==> config.mk <==
export PLATFORM = sky130hd
export DESIGN_NAME = encrypt_stream_unit
export DESIGN_NICKNAME = d
export VERILOG_FILES = /design/src/rtl/encrypt_stream_unit.sv
export SDC_FILE = /design/constraint.sdc
export NUM_CORES = 1
export LEC_CHECK = 0
export CAP_MARGIN = 20
export CORE_MARGIN = 2
export CORE_UTILIZATION = 35
export CTS_BUF_LIST = sky130_fd_sc_hd__clkbuf_8
export DETAILED_ROUTE_END_ITERATION = 10
export SLEW_MARGIN = 20
export SYNTH_ARGS = -nofsm -noshare
export SYNTH_HDL_FRONTEND = slang
export SYNTH_SLANG_ARGS = --single-unit
==> constraint.sdc <==
create_clock -name clk -period 2.1 [get_ports clk]
set_input_delay 0.42 -clock clk [delete_from_list [all_inputs] [get_ports clk]]
set_output_delay 0.42 -clock clk [all_outputs]
set_load 0.03 [all_outputs]
==> src/rtl/encrypt_stream_unit.sv <==
// Streaming rotate/XOR cipher with a programmable key bank, rotating key schedule
// and a two-stage valid/ready pipeline (key snapshot in stage 1, transform in stage 2).
module encrypt_stream_unit #(
   parameter int DW       = 8,
   parameter int NKEYS    = 3,
   parameter int PERM_ROT = 1,
   localparam int KIW     = $clog2(NKEYS)
) (
   input  logic           clk,
   input  logic           rst,
   input  logic           in_valid,
   output logic           in_ready,
   input  logic [DW-1:0]  din,
   input  logic           mode,
   output logic           out_valid,
   input  logic           out_ready,
   output logic [DW-1:0]  dout,
   input  logic           key_wr,
   input  logic [KIW-1:0] key_idx,
   input  logic [DW-1:0]  key_data,
   input  logic [2:0]     rot_freq,
   input  logic           seq_clr,
   output logic [KIW-1:0] key_ptr
);

   localparam logic [KIW:0]   NKEYS_W  = (KIW+1)'(NKEYS);
   localparam logic [KIW-1:0] LAST_PTR = KIW'(NKEYS - 1);

   logic [DW-1:0]  bank [NKEYS];
   logic [2:0]     beat_cnt;

   logic           s1_valid;
   logic [DW-1:0]  s1_data;
   logic           s1_mode;
   logic [DW-1:0]  s1_key;

   logic           s2_ready;
   logic           s1_ready;
   logic           accept;
   logic           s1_move;

   logic [KIW-1:0] base_ptr;
   logic [2:0]     base_cnt;
   logic [KIW-1:0] nxt_ptr;
   logic [2:0]     nxt_cnt;

   function automatic logic [DW-1:0] transform(input logic [DW-1:0] d,
                                               input logic [DW-1:0] k,
                                               input logic          dec);
      logic [DW-1:0] t;
      if (dec) begin
         t = d ^ k;
         return {t[PERM_ROT-1:0], t[DW-1:PERM_ROT]};
      end
      return {d[DW-1-PERM_ROT:0], d[DW-1:DW-PERM_ROT]} ^ k;
   endfunction

   assign s2_ready = !out_valid || out_ready;
   assign s1_ready = !s1_valid || s2_ready;
   assign in_ready = s1_ready;
   assign accept   = in_valid && in_ready;
   assign s1_move  = s1_valid && s2_ready;

   // seq_clr restarts the schedule first, so a beat accepted alongside it
   // takes bank[0] and counts as beat one of the new sequence.
   always_comb begin
      base_ptr = seq_clr ? '0 : key_ptr;
      base_cnt = seq_clr ? '0 : beat_cnt;
      nxt_ptr  = base_ptr;
      nxt_cnt  = base_cnt;
      if (accept) begin
         if (rot_freq == 3'd0) begin
            nxt_ptr = '0;
         end else if (({1'b0, base_cnt} + 4'd1) >= {1'b0, rot_freq}) begin
            nxt_cnt = '0;
            nxt_ptr = (base_ptr == LAST_PTR) ? '0 : base_ptr + 1'b1;
         end else begin
            nxt_cnt = base_cnt + 3'd1;
         end
      end
   end

   always_ff @(posedge clk) begin
      if (rst) begin
         key_ptr  <= '0;
         beat_cnt <= '0;
      end else begin
         key_ptr  <= nxt_ptr;
         beat_cnt <= nxt_cnt;
      end
   end

   // Writes land at the edge, so a same-cycle accept still snapshots the old key.
   always_ff @(posedge clk) begin
      if (rst) begin
         for (int i = 0; i < NKEYS; i++) bank[i] <= '0;
      end else if (key_wr && ({1'b0, key_idx} < NKEYS_W)) begin
         bank[key_idx] <= key_data;
      end
   end

   always_ff @(posedge clk) begin
      if (rst) begin
         s1_valid <= 1'b0;
         s1_data  <= '0;
         s1_mode  <= 1'b0;
         s1_key   <= '0;
      end else if (accept) begin
         s1_valid <= 1'b1;
         s1_data  <= din;
         s1_mode  <= mode;
         s1_key   <= bank[base_ptr];
      end else if (s1_move) begin
         s1_valid <= 1'b0;
      end
   end

   always_ff @(posedge clk) begin
      if (rst) begin
         out_valid <= 1'b0;
         dout      <= '0;
      end else if (s1_move) begin
         out_valid <= 1'b1;
         dout      <= transform(s1_data, s1_key, s1_mode);
      end else if (out_valid && out_ready) begin
         out_valid <= 1'b0;
      end
   end

endmodule

==> implementation parameters <==
Parameter                              Value

Run
  Max_cap viols ... 0

Synthesis
  Count of flip-flops with a built-in enable after synthesis ... 32
  Sequential element share of the synthesized area ... 53.4%
  Syn avg cell area ... between 10 and 15 um^2
  Largest cells by area after synthesis ... sky130_fd_sc_hd__edfxtp_1 32%, sky130_fd_sc_hd__dfxtp_1 21%, sky130_fd_sc_hd__nand2_1 5.8%
  Prevailing post-synth register cell ... sky130_fd_sc_hd__edfxtp_1
  Share of the synthesized area in the top cell type ... 32.0%
  Total number of yosys warnings ... 0
  Unique masters post-synth ... 49
  Commonest cells in the netlist ... 46 x sky130_fd_sc_hd__nand2_1, 32 x sky130_fd_sc_hd__dfxtp_1, 32 x sky130_fd_sc_hd__edfxtp_1
  Cell accounting for the most synthesized area ... sky130_fd_sc_hd__edfxtp_1
  Netlist Area Pre-Place ... 3000 um^2
  Synthesized netlist cell count ... 290
  Number of synthesized register bits ... 64
  Most common cell in the synthesized netlist ... sky130_fd_sc_hd__nand2_1
  Share of flip-flops with an asynchronous set or reset after synthesis ... 0%

Pwr
  Share of power burned in combinational logic ... 11.8%
  Sw power ... between 600 and 700 uW
  Internal power summed over all cells ... 2.16 mW
  Share of total power in sequential cells ... 51.3%
  Static leakage power ... 1.37 nW
  Net switching fraction of the power ... a little under a quarter
  Peak supply drop ... 0.461 mV
  Tot Pwr ... 2.82 mW
  Power density of the placed cells ... between 700 and 800 nW/um^2
  Clock power frac ... 36.9%

Global routing
  First-pass GRT wire length ... 9280 um
  Initial antenna violation count ... 0
  GRT Total Usage ... 13.1%
  Via count of the first global-routing pass ... 1,994
  Grt total ovfl ... 0
  Maximum number of pins on one net before global-route repair ... 32

Place
  Placed instance count ... 438
  Post-detail-place hpwl ... a little over 4000 um
  Worst setup slack before clock tree synthesis ... -231 ps
  Number of port buffers ... 39
  Routability Congestion ... 0.765

Die
  Die width ... slightly below 100 um
  Area of the core region ... about 8300 um^2
  Total number of placement rows ... 33
  Effective utilization at floorplan ... a little over a third
  Full die area ... 9330 um^2
  I/O pin cnt ... 40
  Vertical extent of the die ... 96.6 um

Setup path
  CP bufs+invs ... 1
  Path type of the worst setup path ... register to output port
  Worst Path Required ... approximately 1700 ps
  Startpoint type of the worst setup path ... register
  Slowest stage cell on the critical path ... sky130_fd_sc_hd__clkdlybuf4s50_1
  Worst-path cell chain ... clkdlybuf4s50_1
  Start point of the critical path ... key_ptr[0]
  Biggest cell delay along the critical path ... 740 ps
  Max Fanout on Critical Path ... 8
  Data arrival time of the critical path ... 1590 ps
  Origin of the critical flop-to-flop path ... beat_cnt[0]
  Element type at the critical path end ... output port
  Cell family with most CP delay ... buffers and inverters

STA
  Total of endpoints with negative setup slack in the final report ... 0
  Minimum clock period ... 2010 ps
  Setup repair after global routing missed its margin ... false
  Final clock skew ... 7.41 ps
  Accumulated negative setup slack ... 0 ps
  Achievable clock frequency ... 497 MHz
  Max-slew violation count ... 0
  Count of endpoints failing hold in the final timing report ... 0
  Worst setup margin ... 89.1 ps
  Crit share post-route ... 95.8%

Drt
  Number of antenna-violating nets in the routed design ... 0
  Detailed Routing Iterations Pass 1 ... 4
  Sum of routed wire length over all layers ... 5570 um
  Per-cell via count in the routed design ... 4.68
  Detailed-route via count ... 2,125
  First-iteration detailed-routing DRC count ... 54
  Routed wire per std cell ... 12.3 um
  Count of unresolved DRC violations after routing ... 0

Clock network
  Count of H-tree levels built during CTS ... 3
  TritonCTS sink count ... 64
  Cell at the root of the clock tree ... sky130_fd_sc_hd__clkbuf_8
  Worst-path clk slew ... 70 ps
  Clock latency of the later-clocked register in the worst-skew pair ... 340 ps
  CTS tree ... built
  Setup fix buffers added after clock tree synthesis ... 0
  Max Root-Sink Buffers ... 2
  Number of buffers inserted during clock tree synthesis ... 9
  Hold Buf Count CTS ... 0

Status
  Result of the run ... complete, no violations

Finish
  Non-Filler Instances ... between 400 and 500
  Area delta synth->final ... 25.8%
  Fraction of layout cells with a size suffix above 1 ... 11.5%
  Net count reported at finish ... 374
  Final core area utilization ... between 40% and 50%
  Ant diodes ... 0

Worst hold path
  Class of the most critical hold timing path ... register to register
  Launch instance of the worst min-delay path ... dout[1]
kinds of logic (layout without fill, tap and decap cells):
group / Yosys count / in the layout / share of synthesized area (%)
simple gates: 118 / 118 / 21.2
mux: 11 / 11 / 3.88
compound gates: 56 / 56 / 12.2
other cells: 1 / 8 / 0.125
xor+xnor: 17 / 17 / 4.96
buf+inv: 21 / 73 / 3.38
flops: 64 / 64 / 53.4
fa+ha+maj: 2 / 2 / 0.834
routing by layer:
metal	GRT usage [%]	vias up	routed length, um
met5	0	-	0
met4	4.58	0	71
met3	4.89	9	295
met2	21.0	40	2570
met1	16.3	952	2640
li1	-	1124	-
registers in the layout, indices dropped and copies added, names as in the netlist:
| signal | count |
|---|---|
| s1_key | 8 |
| s1_valid | 1 |
| out_valid | 1 |
| dout | 8 |
| beat_cnt | 3 |
| key_ptr | 2 |
| s1_data | 8 |
| s1_mode | 1 |
| bank | 32 |
what timing repair did:
item                       CTS  global route
pin swaps                    0             1
setup endpoints to repair    4             4
gates resized for setup      1             4
cloned                       0             0
through the flow:
stage / cell area [um^2] / hold WS (ps)
floorplan: 3030 / 459
finish: 3770 / 452
global route: 3770 / 487
global placement: 3560 / 445
detailed placement: 3560 / 448
CTS: 3750 / 458
layout by cell type, fill, tap and decap left out, types with 3 or more instances in the layout:
cell / synthesis / final
sky130_fd_sc_hd__a211oi_1: 3 / 3
sky130_fd_sc_hd__a21oi_1: 27 / 26
sky130_fd_sc_hd__a221oi_1: 3 / 3
sky130_fd_sc_hd__a22o_1: 3 / 3
sky130_fd_sc_hd__and2_1: 26 / 26
sky130_fd_sc_hd__buf_4: 2 / 13
sky130_fd_sc_hd__clkbuf_8: 0 / 11
sky130_fd_sc_hd__clkdlybuf4s50_1: 0 / 38
sky130_fd_sc_hd__conb_1: 1 / 8
sky130_fd_sc_hd__dfxtp_1: 32 / 31
sky130_fd_sc_hd__edfxtp_1: 32 / 32
sky130_fd_sc_hd__inv_1: 6 / 8
sky130_fd_sc_hd__mux2_1: 3 / 3
sky130_fd_sc_hd__mux2i_1: 6 / 6
sky130_fd_sc_hd__nand2_1: 46 / 46
sky130_fd_sc_hd__nor2_1: 10 / 10
sky130_fd_sc_hd__nor2b_1: 3 / 3
sky130_fd_sc_hd__nor3_1: 7 / 7
sky130_fd_sc_hd__o211ai_1: 9 / 9
sky130_fd_sc_hd__or2_1: 4 / 4
sky130_fd_sc_hd__xnor2_1: 8 / 8
sky130_fd_sc_hd__xor2_1: 9 / 9
power by group through the flow:
stage | logic (mW) | clock network, mW | registers, mW
4_1_cts | 0.330 | 1.08 | 1.45
5_1_grt | 0.368 | 1.12 | 1.46
6_report | 0.331 | 1.04 | 1.45
3_5_place_dp | 0.327 | 0 | 1.47
3_3_place_gp | 0.325 | 0 | 1.47
2_1_floorplan | 0.187 | 0 | 1.48
area by class of cell:
cell class              instances  area (um^2)
fillers                       814         4490
flip-flops and latches         64         1600
multi-input cells             212         1340
repair buffers                 51          478
clock buffers                  11          151
well taps                     105          131
clock inverters                 5         47.5
inverters                       6         22.5
path summary, 6_finish.rpt:
kind	to	slack [ps]	depth (start not counted)
worst max-delay path	key_ptr[0]	90	1
worst max register to register	beat_cnt[0]	110	7
worst min register to register	dout[1]	450	2
worst min-delay path	dout[1]	450	2
Note: power is estimated with default switching activity, not from simulation.
